--- config.mk ---
export PLATFORM = sky130hd
export DESIGN_NAME = ps2_host_tx
export DESIGN_NICKNAME = d
export VERILOG_FILES = /design/src/rtl/ps2_host_tx.sv
export SDC_FILE = /design/constraint.sdc
export NUM_CORES = 1
export LEC_CHECK = 0
export CORE_MARGIN = 3
export CORE_UTILIZATION = 56
export DETAILED_ROUTE_END_ITERATION = 8
export DONT_BUFFER_PORTS = 1
export PLACE_DENSITY = 0.68
export RECOVER_POWER = 25
export SKIP_CTS_REPAIR_TIMING = 1
export SLEW_MARGIN = 5
export SYNTH_ARGS = -nofsm -noshare
export SYNTH_HDL_FRONTEND = slang
export SYNTH_SLANG_ARGS = --single-unit
--- constraint.sdc ---
create_clock -name clock -period 5.4 [get_ports clock]
set_clock_uncertainty 0.2 [all_clocks]
set_input_delay 0.54 -clock clock [delete_from_list [all_inputs] [get_ports clock]]
set_output_delay 0.54 -clock clock [all_outputs]
set_load 0.005 [all_outputs]
--- src/rtl/ps2_host_tx.sv ---
// ps2_host_tx: PS/2 host-to-device byte transmitter driving open-drain CLK/DAT pull-low enables.
// Optional retry on NACK/timeout is enabled by defining PS2_TX_RETRY_EN.
module ps2_host_tx #(
  parameter int INHIBIT_CYCLES = 6000,
  parameter int TIMEOUT_CYCLES = 750000
`ifdef PS2_TX_RETRY_EN
  ,
  parameter int MAX_RETRIES = 2
`endif
) (
  input  logic       clock,
  input  logic       reset,
  input  logic       tx_valid,
  input  logic [7:0] tx_data,
  output logic       tx_ready,
  input  logic       ps2_clk_in,
  input  logic       ps2_dat_in,
  output logic       ps2_clk_oe,
  output logic       ps2_dat_oe,
  output logic       busy,
  output logic       tx_done,
  output logic       tx_ack_ok
);
  localparam int IW = $clog2(INHIBIT_CYCLES + 1);
  localparam int TW = $clog2(TIMEOUT_CYCLES + 1);
  typedef enum logic [2:0] {IDLE, INHIBIT, XFER, WAIT_IDLE, DONE} state_t;
  state_t state, state_n;
  logic [1:0] clk_sync, dat_sync;
  logic clk_prev, clk_s, dat_s, fe;
  logic [7:0] data;
  logic parity, ack, can_retry;
  logic [IW-1:0] icnt;
  logic [TW-1:0] tcnt;
  logic [3:0] fcnt;
  logic inhibit_end, timeout, last_fe, lines_idle;
  assign clk_s = clk_sync[1];
  assign dat_s = dat_sync[1];
  assign fe = clk_prev & ~clk_s;
  assign inhibit_end = state == INHIBIT && icnt == IW'(INHIBIT_CYCLES - 1);
  assign timeout = state == XFER && tcnt == TW'(TIMEOUT_CYCLES - 1);
  assign last_fe = state == XFER && fe && fcnt == 4'd10;
  assign lines_idle = clk_s && dat_s;
  always_ff @(posedge clock) begin
    if (reset) begin
      state <= IDLE;
      clk_sync <= 2'b11;
      dat_sync <= 2'b11;
      clk_prev <= 1'b1;
      data <= '0;
      parity <= 1'b0;
      ack <= 1'b0;
      icnt <= '0;
      tcnt <= '0;
      fcnt <= '0;
    end else begin
      state <= state_n;
      clk_sync <= {clk_sync[0], ps2_clk_in};
      dat_sync <= {dat_sync[0], ps2_dat_in};
      clk_prev <= clk_s;
      if (state == IDLE && tx_valid) begin
        data <= tx_data;
        parity <= ~^tx_data;
      end
      icnt <= (state == INHIBIT) ? icnt + IW'(1) : '0;
      tcnt <= (state == XFER) ? tcnt + TW'(1) : '0;
      fcnt <= (state != XFER) ? 4'd0 : (fe && fcnt != 4'd11) ? fcnt + 4'd1 : fcnt;
      ack <= timeout ? 1'b0 : last_fe ? ~dat_s : ack;
    end
  end
`ifdef PS2_TX_RETRY_EN
  localparam int RW = (MAX_RETRIES > 0) ? $clog2(MAX_RETRIES + 1) : 1;
  logic [RW-1:0] rcnt;
  assign can_retry = rcnt != RW'(MAX_RETRIES);
  always_ff @(posedge clock) begin
    if (reset || state == IDLE) rcnt <= '0;
    else if (state != INHIBIT && state_n == INHIBIT) rcnt <= rcnt + RW'(1);
  end
`else
  assign can_retry = 1'b0;
`endif
  // Timeout is checked before the fe so it wins when both land in one cycle.
  always_comb begin
    state_n = state;
    case (state)
      IDLE:      state_n = tx_valid ? INHIBIT : IDLE;
      INHIBIT:   state_n = inhibit_end ? XFER : INHIBIT;
      XFER:      state_n = timeout ? (can_retry ? INHIBIT : DONE) : last_fe ? WAIT_IDLE : XFER;
      WAIT_IDLE: state_n = !lines_idle ? WAIT_IDLE : (!ack && can_retry) ? INHIBIT : DONE;
      DONE:      state_n = IDLE;
      default:   state_n = IDLE;
    endcase
  end
  always_comb begin
    tx_ready = state == IDLE;
    busy = state != IDLE;
    tx_done = state == DONE;
    tx_ack_ok = state == DONE && ack;
    ps2_clk_oe = state == INHIBIT;
    ps2_dat_oe = inhibit_end || (state == XFER && (fcnt == 4'd0 ? 1'b1 :
                 fcnt <= 4'd8 ? ~data[3'(fcnt - 4'd1)] : fcnt == 4'd9 ? ~parity : 1'b0));
  end
endmodule

==> impl_metrics.csv <==
group,metric,value,unit
outcome,status,"finished clean",
critical_path,worstSetupPathType,"flip-flop to output port",
global_routing,grt_pass1_wl,7480,um
routing,wl_per_cell,12.3,um
layout,nets,308,
yosys,synth_cell_types,36,
global_routing,track_usage,17.8,%
cts,cts_buffer_depth,2,
yosys,synthCells,289,
yosys,ys.flop_type,"dfxtp_1",
floorplan,num_rows,23,
floorplan,die_h,72.2,um
routing,wl,4170,um
job,max_cap_violations,0,
yosys,yosys_warnings,0,
yosys,synth_edf_count,0,
sta,slew_violations,0,
cts,worst_skew_pair.late_latency,300,ps
sta,setup_viol,0,
cts,root_buffer,"clkbuf_8",
yosys,yosys-top-cells-area,"dfxtp_1 (45%), xor2_1 (6.1%), nand2_1 (6.0%)",
critical_path,worstPathMaxFanout,7,
place,dp_hpwl,2990,um
floorplan,fp.dieW,72.2,um
yosys,synth_top_area_share,44.9,%
pwr,power.total,0.000662,W
sta,grt_setup_unrepaired,"false",
yosys,synth_seq_cells,55,
place,io_buffers,0,
layout,n_antenna_cell,0,
routing,via_per_inst,5.43,
global_routing,grt_max_degree,25,
floorplan,dieArea,5210,um^2
layout,nFillCells,378,
sta,period_share,59.3,%
critical_path,crit_path_start,"fcnt[0]",
place,gp_congestion,0.803,
yosys,yosysSeqAreaShare,44.9,%
critical_path,startpoint_type,"flip-flop",
global_routing,antenna_found_initial,0,
cts,h-tree-depth,2,
yosys,synth_most_common_cell,"dfxtp_1",
place,dpl_cell_area,2490,um^2
sta,finalSetupTns,0,ps
sta,worst_slew_pin_slew,870,ps
sta,max_clock_freq,312,MHz
layout,area_growth,4.74,%
global_routing,gr-total-overflow,0,
routing,drt_first_pass_iters,4,
routing,detail-route-antenna-nets,0,
sta,fin_ws,2200,ps
critical_path,end_kind,"output port",
yosys,syn_nets,308,
layout,drive_above_1_share,5.52,%
routing,drt_iter0_drc,73,
worst_hold_path,min_path_type,"primary input to flip-flop",
layout,final_area,2570,um^2
yosys,synth_top_area_cell,"dfxtp_1",
routing,drc,0,
critical_path,cp.required,4660,ps
sta,hold_slack,91.8,ps
cts,cts_sinks,55,
floorplan,ioPinCount,19,
sta,post-route-min-period,3200,ps
floorplan,start_util,59.6,%
global_routing,grt_pass1_vias,1779,
yosys,synth_common_cells,"dfxtp_1 (55), nand2_1 (39), nor2_1 (39), a21oi_1 (18), xor2_1 (17)",
critical_path,r2r_start,"tcnt[0]",
cts,path_clk_slew,90,ps
cts,cts_tree,"built",
cts,cts_buffers,5,
worst_hold_path,worstHoldStart,"reset",
floorplan,core,4120,um^2
sta,timing.final.hold_violations,0,
pwr,p_leak,0.872,nW
yosys,async_flop_share,0,%
pwr,power_density,258,nW/um^2
routing,vias,1846,
pwr,peakVddDrop,0.000139,V
yosys,syn_avg_cell_area,8.49,um^2
critical_path,cp.arrival,2460,ps
place,pre_cts_slack,2540,ps
yosys,syn-cell-area,2450,um^2
sta,relSlewSlack,42.0,%
-- logic make-up after synthesis --
family,after synthesis,synth area share (%)
buf+inv,15,2.35
simple gates,144,28.6
xor+xnor,33,11.8
flops,55,44.9
compound gates,33,7.55
mux,3,1.79
fa+ha+maj,6,3.06
-- critical path, cell delays in order, from the launching register on --
cell	delay (ps)
dfxtp_1	470
inv_1	160
ha_1	410
mux2_2	360
or2_2	280
a32oi_1	200
o2111ai_1	120
o21ai_0	160
-- worst paths after layout --
check / to / slack (ps) / cells after the start
min reg2reg: clk_sync[1] / 220 / 1
max reg2reg: tcnt[18] / 3210 / 6
min: data[4] / 90 / 1
max: ps2_dat_oe / 2200 / 7
-- power breakdown --
part / switching (W) / leakage, nW / total (W) / internal [W]
sequential: 0.00000479 / 0.446 / 0.000417 / 0.000413
combinational: 0.0000168 / 0.384 / 0.0000315 / 0.0000147
clock: 0.000122 / 0.0422 / 0.000213 / 0.0000912
total: 0.000143 / 0.872 / 0.000662 / 0.000519
-- sequential cells by signal, indices dropped and copies added (netlist names) --
register  flops
state         3
dat_sync      2
clk_sync      2
fcnt          4
ack           1
tcnt         20
icnt         13
clk_prev      1
parity        1
data          8
-- per-layer routing --
layer  track usage [%]  share of wire [%]  vias to the layer above
met5                 0                  0                        -
met4              5.64               0.91                        0
met3              5.40                5.1                        4
met2              28.2                 44                       30
met1              23.3                 50                      842
li1                  -                  -                      970
-- through the flow --
step	util, %	std cells
after global routing	62.4	340
after detailed placement	60.4	332
after global placement	60.4	332
final	62.4	340
after CTS	62.4	340
after floorplan	-	289
-- layout by cell type (no fill, tap or decap), drive strengths merged --
| master | instances |
|---|---|
| a211oi | 1 |
| a21boi | 1 |
| a21oi | 18 |
| a221oi | 1 |
| a32oi | 1 |
| and2 | 3 |
| and3 | 9 |
| clkbuf | 7 |
| clkinv | 1 |
| dfxtp | 55 |
| ha | 6 |
| inv | 8 |
| mux2 | 1 |
| mux2i | 1 |
| mux4 | 1 |
| nand2 | 39 |
| nand2b | 4 |
| nand3 | 13 |
| nand4 | 10 |
| nor2 | 39 |
| nor2b | 3 |
| nor3 | 4 |
| nor3b | 3 |
| nor4 | 2 |
| nor4b | 2 |
| o2111ai | 1 |
| o21ai | 8 |
| o22ai | 1 |
| o31ai | 1 |
| or2 | 6 |
| or3 | 6 |
| or4 | 1 |
| xnor2 | 16 |
| xor2 | 17 |
-- area by class of cell --
| type | count | area, um^2 | share of cell area [%] |
|---|---|---|---|
| tap | 50 | 62.6 | 2.44 |
| sequential | 55 | 1100 | 42.9 |
| inverter | 8 | 30.0 | 1.17 |
| clock buffer | 7 | 76.3 | 2.97 |
| multi-input combinational | 219 | 1290 | 50.4 |
| clock inverter | 1 | 5.00 | 0.195 |
Note: power is estimated with default switching activity, not from simulation.
==> variant 1 (config.mk and constraints unchanged) <==
Encoding of `state_t`: now Gray code (3 bits for 5 states).
--- a/src/rtl/ps2_host_tx.sv
+++ b/src/rtl/ps2_host_tx.sv
@@ -24,5 +24,5 @@
   localparam int IW = $clog2(INHIBIT_CYCLES + 1);
   localparam int TW = $clog2(TIMEOUT_CYCLES + 1);
-  typedef enum logic [2:0] {IDLE, INHIBIT, XFER, WAIT_IDLE, DONE} state_t;
+  typedef enum logic [2:0] {IDLE = 3'b000, INHIBIT = 3'b001, XFER = 3'b011, WAIT_IDLE = 3'b010, DONE = 3'b110} state_t;
   state_t state, state_n;
   logic [1:0] clk_sync, dat_sync;
Formal check against the unedited RTL: same outputs for any inputs over 10 cycles, from zero or initial values and one cycle with reset high; not proved beyond that.
==> variant 1 against the unedited design <==
First-iteration DRC count increased by 25%; setup slack improved by 0.085 ns; sequential cell count unchanged; cell count decreased by 0.88%; largest cell class unchanged; final area increased by 2.0%; power increased by 9.0%; maximum frequency increased by 2.7%; critical endpoint unchanged; wire length decreased by 3.3%; synthesized cell count decreased by 1.0%; synthesized area increased by 1.3%.
==> variant 1: results (changes against the unedited design) <==
stage	metric	value	unit	change
global_route	first_pass_grt_wire_length	7.25	mm	was 7.48 mm
setup_path	reg2regPathDepth	6		unchanged
place	gp_congestion	0.803		about the same
setup_path	rrSetupSlack	3.57	ns	was 3.21 ns
clock_network	clock_path_buffers	2		unchanged
routing	first_iter_violations	91		was 73
final_layout	layout.filler_cells	388		was 378
synthesis	synthesis.nets	305		was 308
pwr	switch_share	19.9	%	was 21.7%
synthesis	synth_top_cells_by_count	dfxtp_1 (55), nor2_1 (43), nand2_1 (37)		was dfxtp_1 (55), nand2_1 (39), nor2_1 (39)
global_route	via_count_of_the_first_global_routing_pass	1672		was 1779
setup_path	slowest_delay	0.60	ns	was 0.47 ns
place	port_buffers	0		unchanged
global_route	remaining_global_route_overflow	0		unchanged
global_route	gr-usage-all-layers	17.4	%	was 17.8%
pwr	power_per_cell_area	275	nW/µm²	was 258 nW/µm²
place	detailedPlacementHpwl	2.86	mm	was 2.99 mm
routing	wl_per_cell	12.0	µm	was 12.3 µm
pwr	power.leakage	0.886	nW	was 0.872 nW
global_route	maximum_number_of_pins_on_one_net_before_global_route_repair	25		unchanged
setup_path	critPathLaunch	fcnt[0]		unchanged
pwr	combinationalPower	0.0310	mW	was 0.0315 mW
routing	via_to_cell_ratio	5.35		was 5.43
setup_path	crit_slowest_cell	mux4_1		was dfxtp_1
pwr	vdd_drop_max	199	µV	was 139 µV
pwr	pwr-share-clk	37.9	%	was 32.2%
final_layout	drive_gt1_share	8.36	%	was 5.52%
final_layout	final_design_area_no_fill	2620	µm²	was 2570 µm²
setup_path	cp_top_family	multiplexers		was compound AO/OA/AOI/OAI gates
setup_path	crit_arrival	2.38	ns	was 2.46 ns
synthesis	ys_dominant_reg_cell	dfxtp_1		unchanged
synthesis	synthTopCellsByArea	dfxtp_1 (44%), xnor2_1 (6.7%), nor2_1 (6.5%)		was dfxtp_1 (45%), xor2_1 (6.1%), nand2_1 (6.0%)
synthesis	ys_types	41		was 36
synthesis	seq_area_frac_synth	44.3	%	was 44.9%
status	run_status	finished clean		unchanged
worst_hold_path	hold_path.class	in2reg		unchanged
final_layout	biggestRegsByFlops	tcnt: 20 flops, icnt: 13 flops, data: 8 flops		unchanged
timing	worstMarginPinSlew	0.793	ns	was 0.870 ns
[variant 1: cell count changes after synthesis, sizes merged, moves of 3 or more]
cell | before | now
a21oi | 18 | 15
and3 | 9 | 4
buf | 1 | 4
clkbuf | 6 | 3
nor2 | 39 | 44
o21ai | 8 | 4
xnor2 | 16 | 19
[variant 1: worst min-delay path by stage]
stage                        endpoint   startpoint  slack (ns)  depth (start not counted)
after floorplan           clk_sync[1]  clk_sync[0]        0.19                          1
after global placement    clk_sync[1]  clk_sync[0]        0.19                          1
after detailed placement  clk_sync[1]  clk_sync[0]        0.19                          1
after CTS                     data[2]        reset        0.08                          1
after global routing          data[2]        reset        0.07                          1
final                         data[3]        reset         0.1                          1
[variant 1: cells by family (layout without fill, tap and decap cells)]
kind of cell / after synthesis / after routing / synth area share (%)
buffers and inverters: 16 / 17 / 2.97
DFF: 55 / 55 / 44.3
muxes: 3 / 3 / 1.91
xor gates and xnor gates: 36 / 36 / 12.7
adders and majority gates: 6 / 6 / 3.02
and+or+nand+nor: 146 / 146 / 29.6
AOI/OAI and AO/OA: 24 / 24 / 5.49
[variant 1: area by class of cell]
type                    instances  area share [%]
multi-input cells             215            49.8
flip-flops and latches         55            42.0
clock buffers                   6            3.15
well taps                      50            2.39
clock inverters                 2            1.34
inverters                       9            1.29
[variant 1: layer usage]
metal | vias to the layer above | GRT usage (%) | routed length (µm)
li1 | 951 | - | -
met1 | 828 | 22.9 | 2050
met2 | 22 | 27.4 | 1790
met3 | 2 | 5.37 | 169
met4 | 0 | 5.53 | 23
met5 | - | 0 | 0
[variant 1: per-stage QoR]
stage	instances	worst slack, ns
final	337	2.28
after CTS	337	2.27
after global routing	337	2.15
after detailed placement	329	2.63
after global placement	329	2.69
after floorplan	286	2.82
==> variant 2 (same settings) <==
Without the edit above. Change the parameter `INHIBIT_CYCLES` from 6000 to 3000.
--- a/src/rtl/ps2_host_tx.sv
+++ b/src/rtl/ps2_host_tx.sv
@@ -2,5 +2,5 @@
 // Optional retry on NACK/timeout is enabled by defining PS2_TX_RETRY_EN.
 module ps2_host_tx #(
-  parameter int INHIBIT_CYCLES = 6000,
+  parameter int INHIBIT_CYCLES = 3000,
   parameter int TIMEOUT_CYCLES = 750000
 `ifdef PS2_TX_RETRY_EN
Behaviour: same outputs for any inputs over 10 cycles, from zero or initial values and one cycle with reset high; that may be too few to reach the edited logic, so the function may still have changed.
==> variant 2 against the unedited design <==
Clock power rose by 26%; register-to-register slack improved by 0.04 ns; setup slack improved by 0.031 ns; core utilization rose by 1.4 points; wire length rose by 9.9%; synthesized area up 3.1%; final area is 3.8% higher; sequential cell count fell by 1; power is 7.4% higher; global-route usage is 0.67 points higher; critical endpoint unchanged; largest power group unchanged; highest routed layer unchanged.
==> variant 2: results (changes against the unedited design) <==
stage	metric	value	unit	change
place	dp_worst_setup_slack	2.52	ns	was 2.54 ns
status	run_status	finished clean		unchanged
final_layout	drive_gt1_share	5.82	%	was 5.52%
pwr	post-layout-total-power	0.711	mW	was 0.662 mW
place	place.detailed.instances	335		was 332
global_route	first_pass_grt_wire_length	8.00	mm	was 7.48 mm
synthesis	seq_area_frac_synth	42.8	%	was 44.9%
global_route	gr-usage-all-layers	18.5	%	was 17.8%
timing	layout_min_cycle_time	3.17	ns	was 3.20 ns
clock_network	clkTransAtPathRegs	0.09	ns	about the same
timing	worstMarginPinSlew	0.878	ns	was 0.870 ns
routing	via_to_cell_ratio	5.76		was 5.43
synthesis	synth_top_cells_by_count	dfxtp_1 (54), nor2_1 (32), nand2_1 (31)		was dfxtp_1 (55), nand2_1 (39), nor2_1 (39)
place	gp_congestion	0.857		was 0.803
place	placed_cell_area	2550	µm²	was 2490 µm²
global_route	via_count_of_the_first_global_routing_pass	1781		was 1779
setup_path	crit_slowest_cell	mux4_2		was dfxtp_1
final_layout	layout.nets	311		was 308
clock_network	htree_levels	2		unchanged
synthesis	synthTopCellsByArea	dfxtp_1 (43%), xnor2_1 (7.3%), nor2_1 (4.8%)		was dfxtp_1 (45%), xor2_1 (6.1%), nand2_1 (6.0%)
timing	holdWs	0.107	ns	was 0.0918 ns
setup_path	reg2regPathDepth	5		was 6
setup_path	crit_arrival	2.43	ns	was 2.46 ns
pwr	power.leakage	0.806	nW	was 0.872 nW
routing	postRouteWirelength	4.59	mm	was 4.17 mm
setup_path	rrSetupSlack	3.25	ns	was 3.21 ns
synthesis	avgSynthCellArea	8.57	µm²	was 8.49 µm²
setup_path	cp_top_family	multiplexers		was compound AO/OA/AOI/OAI gates
routing	first_iter_violations	72		was 73
clock_network	clk-insertion-delay-late	0.29	ns	
routing	pre_antenna_drt_iters	6		was 4
worst_hold_path	timing.hold.worst_endpoint	state[2]		was data[4]
clock_network	cts_buffers	5		unchanged
setup_path	slowest_delay	0.53	ns	was 0.47 ns
pwr	vdd_drop_max	133	µV	was 139 µV
final_layout	biggestRegsByFlops	tcnt: 20 flops, icnt: 12 flops, data: 8 flops		was tcnt: 20 flops, icnt: 13 flops, data: 8 flops
pwr	sequentialPower	0.411	mW	was 0.417 mW
setup_path	crit_fanout	8		was 7
global_route	maximum_number_of_pins_on_one_net_before_global_route_repair	23		was 25
pwr	switch_share	19.9	%	was 21.7%
synthesis	ys_types	42		was 36
final_layout	instances_no_fill	342		was 340
place	detailedPlacementHpwl	3.38	mm	was 2.99 mm
variant 2: cell count changes after synthesis, sizes merged, moves of 5 or more:
cell / delta
xor2: -9
nand2: -8
nor2: -7
nor4: +7
and3: -5
xnor2: +5
variant 2: logic make-up after synthesis:
family                   share of synthesized area, %
AO/OA/AOI/OAI                                    9.80
AND/OR/NAND/NOR                                  29.4
buffers and inverters                            2.87
adder cells (fa/ha/maj)                          2.97
flip-flops                                       42.8
multiplexers                                     2.18
XOR/XNOR                                         10.0
variant 2: layer usage:
layer	global-route usage [%]	up-vias	share of wire, %
li1	-	1027	-
met1	25.6	918	50
met2	29.2	19	46
met3	3.86	5	3.3
met4	4.92	0	0.68
met5	0	-	0
variant 2: layout make-up:
cell class	count	area, µm²
multi-input cells	222	1380
clock inverters	1	30.0
clock buffers	6	82.6
well taps	50	62.6
flip-flops and latches	54	1080
inverters	9	33.8
fillers	370	1510
